File: src/rtl/stage0_stop_ctrl.sv
`default_nettype none
// ============================================================================
// Module      : stage0_stop_ctrl
// Description : Freeze sequencer for the Stage0 one-shot bank: delayed,
//               minimum-length trig_stop window, readout release, guard gap.
// Revision    : 1.0 - initial release
// ============================================================================
module stage0_stop_ctrl #(
    parameter int DLY_W  = 4,
    parameter int HOLD_W = 8,
    parameter int CNT_W  = 16
) (
    input  logic              clk,
    input  logic              rst,
    input  logic              stop_req,
    input  logic [DLY_W-1:0]  stop_dly,
    input  logic [HOLD_W-1:0] hold_len,
    input  logic              rel_req,
    input  logic              force_stop,
    output logic              trig_stop,
    output logic              stop_busy,
    output logic              stop_ack,
    output logic [CNT_W-1:0]  stop_cnt
);

    localparam int C_MW = (DLY_W > HOLD_W) ? DLY_W : HOLD_W;
    localparam int C_TW = (C_MW > 2) ? C_MW : 2;

    typedef enum logic [2:0] {
        S_IDLE     = 3'd0,
        S_DELAY    = 3'd1,
        S_HOLD     = 3'd2,
        S_WAIT_REL = 3'd3,
        S_GUARD    = 3'd4
    } state_t;

    state_t              r_state;
    state_t              w_state_nxt;
    logic [C_TW-1:0]     r_cnt;
    logic [C_TW-1:0]     w_cnt_nxt;
    logic [HOLD_W-1:0]   r_hold;
    logic [HOLD_W-1:0]   w_hold_nxt;
    logic                r_pend;
    logic                w_pend_nxt;
    logic                r_trig;
    logic                r_busy;
    logic                r_ack;
    logic [CNT_W-1:0]    r_stop_cnt;

    logic                w_cnt_last;
    logic [C_TW-1:0]     w_hold_in_ld;
    logic [C_TW-1:0]     w_hold_q_ld;
    state_t              w_start_state;
    logic [C_TW-1:0]     w_start_cnt;
    logic                w_ack;

    assign w_cnt_last   = (r_cnt == C_TW'(1));
    // Hold length of zero behaves as one cycle.
    assign w_hold_in_ld = (hold_len == '0) ? C_TW'(1) : C_TW'(hold_len);
    assign w_hold_q_ld  = (r_hold == '0) ? C_TW'(1) : C_TW'(r_hold);

    // Episode start from the live settings; a zero delay goes straight to HOLD.
    assign w_start_state = (stop_dly == '0) ? S_HOLD : S_DELAY;
    assign w_start_cnt   = (stop_dly == '0) ? w_hold_in_ld : C_TW'(stop_dly);

    always_comb begin
        w_state_nxt = r_state;
        w_cnt_nxt   = r_cnt;
        w_hold_nxt  = r_hold;
        w_pend_nxt  = r_pend;
        case (r_state)
            S_IDLE: begin
                if (stop_req) begin
                    w_state_nxt = w_start_state;
                    w_cnt_nxt   = w_start_cnt;
                    w_hold_nxt  = hold_len;
                end
            end
            S_DELAY: begin
                if (w_cnt_last) begin
                    w_state_nxt = S_HOLD;
                    w_cnt_nxt   = w_hold_q_ld;
                end else begin
                    w_cnt_nxt = r_cnt - C_TW'(1);
                end
            end
            S_HOLD: begin
                if (w_cnt_last) begin
                    w_state_nxt = rel_req ? S_GUARD : S_WAIT_REL;
                    w_cnt_nxt   = C_TW'(2);
                end else begin
                    w_cnt_nxt = r_cnt - C_TW'(1);
                end
            end
            S_WAIT_REL: begin
                if (rel_req) begin
                    w_state_nxt = S_GUARD;
                    w_cnt_nxt   = C_TW'(2);
                end
            end
            S_GUARD: begin
                if (w_cnt_last) begin
                    w_pend_nxt = 1'b0;
                    if (r_pend || stop_req) begin
                        w_state_nxt = w_start_state;
                        w_cnt_nxt   = w_start_cnt;
                        w_hold_nxt  = hold_len;
                    end else begin
                        w_state_nxt = S_IDLE;
                    end
                end else begin
                    w_cnt_nxt = r_cnt - C_TW'(1);
                    if (stop_req) begin
                        w_pend_nxt = 1'b1;
                    end
                end
            end
            default: begin
                w_state_nxt = S_IDLE;
            end
        endcase
    end

    assign w_ack = (w_state_nxt == S_HOLD) && (r_state != S_HOLD);

    always_ff @(posedge clk or posedge rst) begin
        if (rst) begin
            r_state    <= S_IDLE;
            r_cnt      <= '0;
            r_hold     <= '0;
            r_pend     <= 1'b0;
            r_trig     <= 1'b0;
            r_busy     <= 1'b0;
            r_ack      <= 1'b0;
            r_stop_cnt <= '0;
        end else begin
            r_state <= w_state_nxt;
            r_cnt   <= w_cnt_nxt;
            r_hold  <= w_hold_nxt;
            r_pend  <= w_pend_nxt;
            r_trig  <= (w_state_nxt == S_HOLD) || (w_state_nxt == S_WAIT_REL) || force_stop;
            r_busy  <= (w_state_nxt != S_IDLE);
            r_ack   <= w_ack;
            if (w_ack && (r_stop_cnt != {CNT_W{1'b1}})) begin
                r_stop_cnt <= r_stop_cnt + CNT_W'(1);
            end
        end
    end

    assign trig_stop = r_trig;
    assign stop_busy = r_busy;
    assign stop_ack  = r_ack;
    assign stop_cnt  = r_stop_cnt;

endmodule
`default_nettype wire
File: config.mk
export PLATFORM = sky130hd
export DESIGN_NAME = stage0_stop_ctrl
export DESIGN_NICKNAME = d
export VERILOG_FILES = /design/src/rtl/stage0_stop_ctrl.sv
export SDC_FILE = /design/constraint.sdc
export NUM_CORES = 1
export LEC_CHECK = 0
export CORE_MARGIN = 4
export CORE_UTILIZATION = 25
export DETAILED_ROUTE_END_ITERATION = 8
export SETUP_SLACK_MARGIN = 0.4
export SYNTH_ARGS = -nofsm -noshare
export SYNTH_HDL_FRONTEND = slang
export SYNTH_SLANG_ARGS = --single-unit
File: constraint.sdc
create_clock -name clk -period 3.1 [get_ports clk]
set_input_delay 0.62 -clock clk [delete_from_list [all_inputs] [get_ports clk]]
set_output_delay 0.62 -clock clk [all_outputs]
set_load 0.05 [all_outputs]
# Yosys cells after proc, flatten, opt, wreduce, memory -nomap -nowiden

Index checks and enable logic that the tools add are counted.

Bits in registers: 39
Output and inout bits: 19
Logic and storage cells: 65

$add $sub $neg: 2
Equality and inequality tests: 14
Mux-type cells: 25
Reductions and logical operators: 16

Operators by type and width:

| kind                                                                    | count |
|---|---|
| 8-bit 2-to-1 mux                                                        | 12 |
| 8-bit case mux with 5 select lines                                      | 1 |
| 3-bit 2-to-1 mux                                                        | 6 |
| 16-bit by 1-bit adder with 16-bit output, second input constant         | 1 |
| 8-bit logical NOT                                                       | 2 |
| 16-bit inequality test, second input constant                           | 1 |
| 8-bit case mux with 2 select lines                                      | 1 |
| 3-bit case mux with 5 select lines                                      | 1 |
| 3-bit by 2-bit equality test with 1-bit output, second input constant   | 4 |
| 8-bit by 1-bit equality test with 1-bit output, second input constant   | 1 |
| 2-bit inequality test, second input constant                            | 4 |
| 4-bit AND reduction                                                     | 2 |
| 8-bit by 1-bit subtractor with 8-bit output, second input constant      | 1 |
| 5-bit nonzero test                                                      | 1 |
| 4-bit logical NOT                                                       | 1 |
| 2-bit 2-to-1 mux                                                        | 2 |
| 2-bit nonzero test                                                      | 2 |
| 3-bit by 1-bit equality test with 1-bit output, second input constant   | 1 |
| 3-bit equality test, second input constant                              | 1 |
| 3-bit logical NOT                                                       | 1 |
| 1-bit logical OR                                                        | 3 |
| 3-bit by 2-bit inequality test with 1-bit output, second input constant | 1 |
| 3-bit inequality test, second input constant                            | 1 |
| 3-bit nonzero test                                                      | 1 |
| 3 further kinds                                                         | 5 |

# Logic depth before layout (Yosys ltp)

Gate-level depths: netlist of run 1.

Word-level depth: 8
Mapped depth: 10

# Worst setup path before layout of run 1

Ideal clock, no wire load.

Path kind: reg-to-reg
Start point: reg r_cnt[1]
End point: reg r_stop_cnt[14] (netlist: stop_cnt[14])
Library setup time: 0.128 ns
Arrival time: 2.163 ns
Slack: 0.809 ns
Cell stages (with the launch flop): 10
Path buffers: 2
Period minus slack after synthesis: 2.291 ns
Cells stage by stage: dfrtp_1 -> inv_1 -> ha_1 -> or3b_2 -> clkbuf_1 -> nor3_4 -> a31o_1 -> buf_6 -> nand4_1 -> mux2_1

Word-level cells in the longest chain between the ends: 6
Elaborated cells between the ends (all ways): 8
Classes of those cells: 2 x eq/ne; 4 x mux; 2 x reduce/logical

Ends and longest elaborated chain:

| item                                             | line        | text |
|---|---|---|
| start, declared                                  | 39          | `logic [C_TW-1:0] r_cnt;` |
| start signal, assigned                           | 138         | `r_cnt <= w_cnt_nxt;` |
| 8-bit by 1-bit equality test with 1-bit output * | 57          | `assign w_cnt_last = (r_cnt == C_TW'(1));` |
| 3-bit 2-to-1 mux (on tied branches)              | 102, 80, 88 |  |
| 3-bit case mux with 5 select lines *             | 71          | `case (r_state)` |
| 3-bit by 2-bit equality test with 1-bit output * | 124         | `assign w_ack = (w_state_nxt == S_HOLD) && (r_state != S_HOLD);` |
| 1-bit logical AND *                              | 124         |  |
| 1-bit logical AND *                              | 144         | `if (w_ack && (r_stop_cnt != {CNT_W{1'b1}})) begin` |
| end signal, assigned                             | 145         | `r_stop_cnt <= r_stop_cnt + CNT_W'(1);` |
| end, declared                                    | 48          | `logic [CNT_W-1:0] r_stop_cnt;` |

Every way passes the cells marked *; elsewhere a longest branch is shown, timed or not.
A chain may end at the register's enable or synchronous reset.

# Final worst setup path of run 1

Start point: reg r_cnt[1]
End point: reg r_stop_cnt[6] (netlist: stop_cnt[6])

Same word-level chain as after synthesis.

==> results of run 1 <==
## cells in the mapped netlist (2+ instances only)
cell,number,area (sq um)
a221oi_1,3,26.3
ha_1,3,37.5
a21oi_2,2,17.5
o21ai_2,3,26.3
a211oi_1,3,22.5
nor2_1,12,45.0
nor3_1,4,20.0
o2111ai_1,6,52.6
o22ai_1,3,18.8
nand2_1,25,93.8
a222oi_1,3,30.0
a21oi_1,10,50.1
inv_1,8,30.0
xnor2_1,15,131
nor2b_1,2,12.5
o211ai_1,2,15.0
dfrtp_1,39,976
nand4_1,4,25.0
mux2_1,2,22.5
o21ai_0,14,70.1
or2_2,3,18.8
buf_6,3,33.8
or3_1,3,18.8
mux2_2,8,90.1
nor4_1,7,43.8
xor2_1,3,26.3
and3_1,5,31.3
clkbuf_1,6,22.5
nand3_1,9,45.0
nor4b_1,4,35.0
or3b_2,2,17.5
or4_1,3,22.5
nor3b_1,3,22.5
o31ai_1,2,15.0
## worst paths after layout
kind	start	end	slack, ns	cells past startpoint
hold reg to reg	stop_cnt[6]	stop_cnt[6]	0.51	1
hold / removal	stop_cnt[6]	stop_cnt[6]	0.51	1
setup / recovery	r_cnt[1]	stop_cnt[6]	0.54	8
setup reg to reg	r_cnt[1]	stop_cnt[6]	0.54	8
min in group asynchronous	rst	r_cnt[1]	0.74	3
max in group asynchronous	rst	stop_busy	1.99	3
## flip-flops by register name, indices dropped and copies added (netlist names)
| signal | cells |
|---|---|
| r_cnt | 8 |
| stop_busy | 1 |
| stop_cnt | 16 |
| r_state | 3 |
| stop_ack | 1 |
| r_hold | 8 |
| trig_stop | 1 |
| r_pend | 1 |
## power breakdown
group          total (mW)  internal (mW)  switching [mW]
registers           0.806          0.670           0.136
clock network       0.355          0.175           0.181
logic                1.45          0.585           0.861
## cells by family (layout without fill, tap and decap cells)
kind of cell,Yosys count,count (layout),synth area share
xor gates and xnor gates,18,18,0.0668
adders and majority gates,3,3,0.0159
muxes,11,11,0.0541
and+or+nand+nor,92,92,0.213
buffers and inverters,18,61,0.0382
DFF,39,39,0.413
AOI/OAI and AO/OA,65,65,0.199
## stage by stage
| step | power [mW] | setup WS, ns | cell area, sq um | std cells | util |
|---|---|---|---|---|---|
| after floorplan | 1.84 | 0.809 | 2360 | 246 | - |
| after global placement | 2.23 | 0.292 | 2870 | 393 | 0.312 |
| after detailed placement | 2.24 | 0.232 | 2870 | 393 | 0.312 |
| after CTS | 2.61 | 0.527 | 2960 | 400 | 0.322 |
| after global routing | 2.81 | 0.411 | 2960 | 400 | 0.322 |
| final | 2.61 | 0.540 | 2960 | 400 | 0.322 |
## final cells by class
| cell class | instances | area (sq um) | area share |
|---|---|---|---|
| multi-input cells | 189 | 1300 | 0.438 |
| repair buffers | 46 | 433 | 0.146 |
| clock buffers | 6 | 82.6 | 0.0279 |
| clock inverters | 1 | 5.00 | 0.00169 |
| inverters | 8 | 30.0 | 0.0101 |
| well taps | 111 | 139 | 0.0469 |
| flip-flops and latches | 39 | 976 | 0.330 |
## what timing repair did
action	in CTS	in global routing
pin swaps	0	0
gates resized for setup	1	1
setup endpoints to repair	5	1
## per-layer routing
metal | wire [microns] | vias to the layer above | share of wire | GRT usage
met5 | 0 | - | 0 | 0
met4 | 92 | 0 | 0.015 | 0.0337
met3 | 250 | 10 | 0.040 | 0.0222
met2 | 3060 | 53 | 0.49 | 0.194
met1 | 2810 | 1022 | 0.45 | 0.154
li1 | - | 1014 | - | -
==> flow_summary.toml, run 1 <==
[power]
ir_drop_mv = 0.233
p_leak_nw = 1.18
power-per-cell-area_nw_per_um2 = 881

[synth]
summed_instance_area_of_the_synthesized_netlist_sq_um = 2360
dominantRegCellSynth = "dfrtp_1"
postSynthCellCount = 246
synth-async-reset-ratio = 1.00
ys_ff_latch = 39
synth_sequential_area_ratio = 0.413
synth_enable_flop_cells = 0
syn_avg_cell_area_sq_um = 9.60
postSynthNetCount = 266
synth_cell_type_count = 56
yosys_warnings = 0

[routing]
initialDrtViolationCount = 244
vias = 2099
totalWireLength_mm = 6.22
antenna_violating_nets_post_route = 0
wl_per_cell_microns = 15.5
drt_first_pass_iters = 4
viasPerCell = 5.25
detail_route.drc_violations = 0

[clock_network]
cts.sink_count = 39
clock_tree.htree_level_count = 2
clk_pin_slew_ns = 0.08
cts-root-to-sink-buffers = 2
clock_tree_root = "clkbuf_8"
tritoncts = "built"
post-cts-setup-buffer-count = 0
insertion_delay_ns = 0.30
tritoncts.num_buffers = 5
postCtsHoldBufs = 0

[worst_setup_path]
startpoint_type = "flop"
path_buf_inv = 2
timing.setup.critical_path_class = "flop to flop"
critical-path-top-delay-family = "simple AND/OR/NAND/NOR gates"
cp_slowest_cell = "or3b_2"
critPathRequiredTime_ns = 3.28
worst-endpoint-arrival_ns = 2.74
cp-end-kind = "flop"
critical_path.max_stage_delay_ns = 0.57
crit_chain = "inv_1 > ha_1 > or3b_2 > nor3_4 > a31o_2 > buf_4 > o2111ai_1 > xnor2_1"
worstPathMaxFanout = 14

[global_route]
largest_net_degree_at_the_start_of_global_routing = 40
grt_first_pass_wirelength_mm = 10.6
grt_antenna_before_repair = 0
first_global_vias = 2084
grt-ovfl-total = 0
grt_usage = 0.117

[finish]
drive_gt1_frac = 0.145
antenna_cells = 0
final_common_cell = "dfrtp_1"
num-fill-cells = 963
nNetsFinal = 309
highest_count_cells_in_the_layout_ignoring_fill_and_taps = "dfrtp_1, clkdlybuf4s50_1, nand2_1"
syn2layout_area_growth_pct = 25.4

[floorplan]
io_pins = 36
num_rows = 35
fp.coreArea_sq_um = 9200
design.die.area_sq_um = 11100
fp.dieW_microns = 105
initial_util = 0.257
chipHeight_microns = 105

[placed_design]
portBuffers = 35
dp_hpwl_mm = 4.57
globalplace.congestion = 0.958

[sta]
max-slew-margin-rel = 0.548
worstMarginPinSlew_ns = 0.672
grt_setup_unrepaired = "no"
maxClockFrequency_mhz = 391
hold_violations = 0
skew_ns = 0.0122
setup_violations = 0
smallest_hold_slack_ns = 0.509
fin_crit_sh = 0.826
drv_slew = 0
finalCriticalPeriod_ns = 2.56
tns_ns = 0

[status]
status = "finished, final reports clean"

[run]
max_cap_violations = 0

[worst_hold_path]
hold_path.class = "flop to flop"
(Power assumes the default switching activity.)
==> inputs of run 2 (changes only) <==
==> constraint.sdc (replaced) <==
create_clock -name clk -period 2.6 [get_ports clk]
set_input_delay 0.52 -clock clk [delete_from_list [all_inputs] [get_ports clk]]
set_output_delay 0.52 -clock clk [all_outputs]
set_load 0.05 [all_outputs]
==> flow_summary.toml, run 2 (same netlist as run 1, synthesis figures left out) <==
[status]
status = "finished, final reports clean"

[finish]
antenna_cells = 0
num-fill-cells = 917
drive_gt1_frac = 0.258
largest_register_ffs = 16
final_common_cell = "dfrtp_1"
syn2layout_area_growth_pct = 40.9
highest_count_cells_in_the_layout_ignoring_fill_and_taps = "dfrtp_1, clkdlybuf4s50_1, buf_4"
final-seq-area_sq_um = 980
multi_input_area_sq_um = 1400
nNetsFinal = 333

[worst_setup_path]
timing.setup.critical_path_class = "primary input to flop"
cp.depth = 7
worst-endpoint-arrival_ns = 2.35
cp_slowest_cell = "or4_4"
cp-end-kind = "flop"
crit-reg2reg-launch = "r_cnt[2]"
critical_path.max_stage_delay_ns = 0.57
startpoint_type = "primary input"
rrSetupSlack_ns = 0.43
critical-path-top-delay-family = "buffers and inverters"
path_buf_inv = 2
worstPathMaxFanout = 5
worst-r2r-cell-count = 7
critPathRequiredTime_ns = 2.77
crit_chain = "clkdlybuf4s50_1 > or4_4 > a32o_2 > a21oi_4 > buf_4 > o2111ai_1 > xnor2_1"
worstSetupEndpoint = "stop_cnt[2]"
worst_setup_startpoint = "stop_dly[2]"
r2r_end = "stop_cnt[1]"

[sta]
grt_setup_unrepaired = "yes"
tns_ns = 0
fin_ws_ns = 0.417
maxClockFrequency_mhz = 458
fin_crit_sh = 0.840
max-slew-margin-rel = 0.605
worstMarginPinSlew_ns = 0.588
finalCriticalPeriod_ns = 2.18
skew_ns = 0.0129
setup_violations = 0
hold_violations = 0
drv_slew = 0

[placed_design]
globalplace.congestion = 0.907
dp_hpwl_mm = 4.65
portBuffers = 35
preCtsSetupSlack_ns = -0.0402

[power]
power-per-cell-area_nw_per_um2 = 1100
ir_drop_mv = 0.391
p_leak_nw = 1.34

[routing]
vias = 2264
drt_first_pass_iters = 5
totalWireLength_mm = 6.76
initialDrtViolationCount = 225
detail_route.drc_violations = 0
antenna_violating_nets_post_route = 0
wl_per_cell_microns = 15.9
viasPerCell = 5.33

[global_route]
groute.layer.met1.usage = 0.151
global_route.usage.met3 = 0.0278
largest_net_degree_at_the_start_of_global_routing = 40
gr-usage-met2 = 0.200
grt_first_pass_wirelength_mm = 10.8
grt_usage = 0.119
first_global_vias = 2205
grt_antenna_before_repair = 0
grt_busiest_layer = "met2"
grt-ovfl-total = 0

[clock_network]
tritoncts.num_buffers = 5
tritoncts = "built"
clk_pin_slew_ns = 0.08
insertion_delay_ns = 0.30
clock_tree_root = "clkbuf_8"
clock_tree.htree_level_count = 2
cts-root-to-sink-buffers = 2
cts.sink_count = 39

[worst_hold_path]
hold_path.class = "flop to flop"
worstHoldPathCells = 1

[floorplan]
fp.coreArea_sq_um = 9200
chipHeight_microns = 105
io_pins = 36
num_rows = 35
fp.dieW_microns = 105
initial_util = 0.257
design.die.area_sq_um = 11100

[run]
max_cap_violations = 0
==> run 2: cell types whose count changed in the layout (fill, tap and decap cells not counted), moves of 2 or more <==
| cell | before | now |
|---|---|---|
| dfrtp_2 | 0 | 3 |
| bufinv_16 | 0 | 2 |
| nor4_1 | 7 | 4 |
| dfrtp_1 | 39 | 36 |
| buf_4 | 11 | 30 |
| o21ai_0 | 14 | 12 |
| o21ai_4 | 0 | 2 |
| buf_6 | 0 | 4 |
| nor4_4 | 0 | 2 |
| inv_1 | 8 | 6 |
| a21oi_2 | 2 | 0 |
| a21oi_4 | 0 | 2 |
==> run 2: worst min path at each step <==
| stage | start | end | slack, ns |
|---|---|---|---|
| final | stop_cnt[6] | stop_cnt[6] | 0.49 |
| after global routing | stop_cnt[6] | stop_cnt[6] | 0.53 |
| after CTS | stop_cnt[6] | stop_cnt[6] | 0.49 |
| after detailed placement | stop_cnt[6] | stop_cnt[6] | 0.48 |
| after global placement | stop_cnt[6] | stop_cnt[6] | 0.49 |
| after floorplan | r_hold[0] | r_hold[0] | 0.48 |
==> run 2: metrics by stage <==
stage               hold slack [ns]   util  instance area, sq um  std cells  total power [mW]
finish                        0.489  0.362                  3330        425              3.66
global placement              0.485  0.323                  2970        402              2.75
CTS                           0.493  0.344                  3160        414              3.46
detailed placement            0.479  0.323                  2970        402              2.77
floorplan                     0.480      -                  2390        246              2.23
global route                  0.533  0.362                  3330        425              3.88
==> run 2: what timing repair did <==
action / 4_1_cts / 5_1_grt
endpoints found under the setup margin: 32 / 24
setup buffers: 4 / 11
gates resized for setup: 8 / 19
hold buffers: 0 / 0
pin swaps: 8 / 6
==> run 2: report_power, final <==
part | total [mW] | internal, mW | leakage (nW) | switching [mW]
sequential | 0.986 | 0.803 | 0.496 | 0.183
clock | 0.610 | 0.384 | 0.0654 | 0.226
combinational | 2.06 | 0.915 | 0.781 | 1.15
total | 3.66 | 2.10 | 1.34 | 1.56
==> run 2: final cells by class <==
type,instances,area share
Sequential cell,39,0.294
Clock buffer,6,0.0218
Tap cell,111,0.0417
Multi-Input combinational cell,189,0.421
Clock inverter,2,0.0181
Timing Repair Buffer,70,0.193
Inverter,8,0.0102
==> run 2: layer usage <==
layer / vias to the layer above / routed length [microns]
li1: 1063 / -
met1: 1103 / 2980
met2: 83 / 3360
met3: 15 / 317
met4: 0 / 112
met5: - / 0
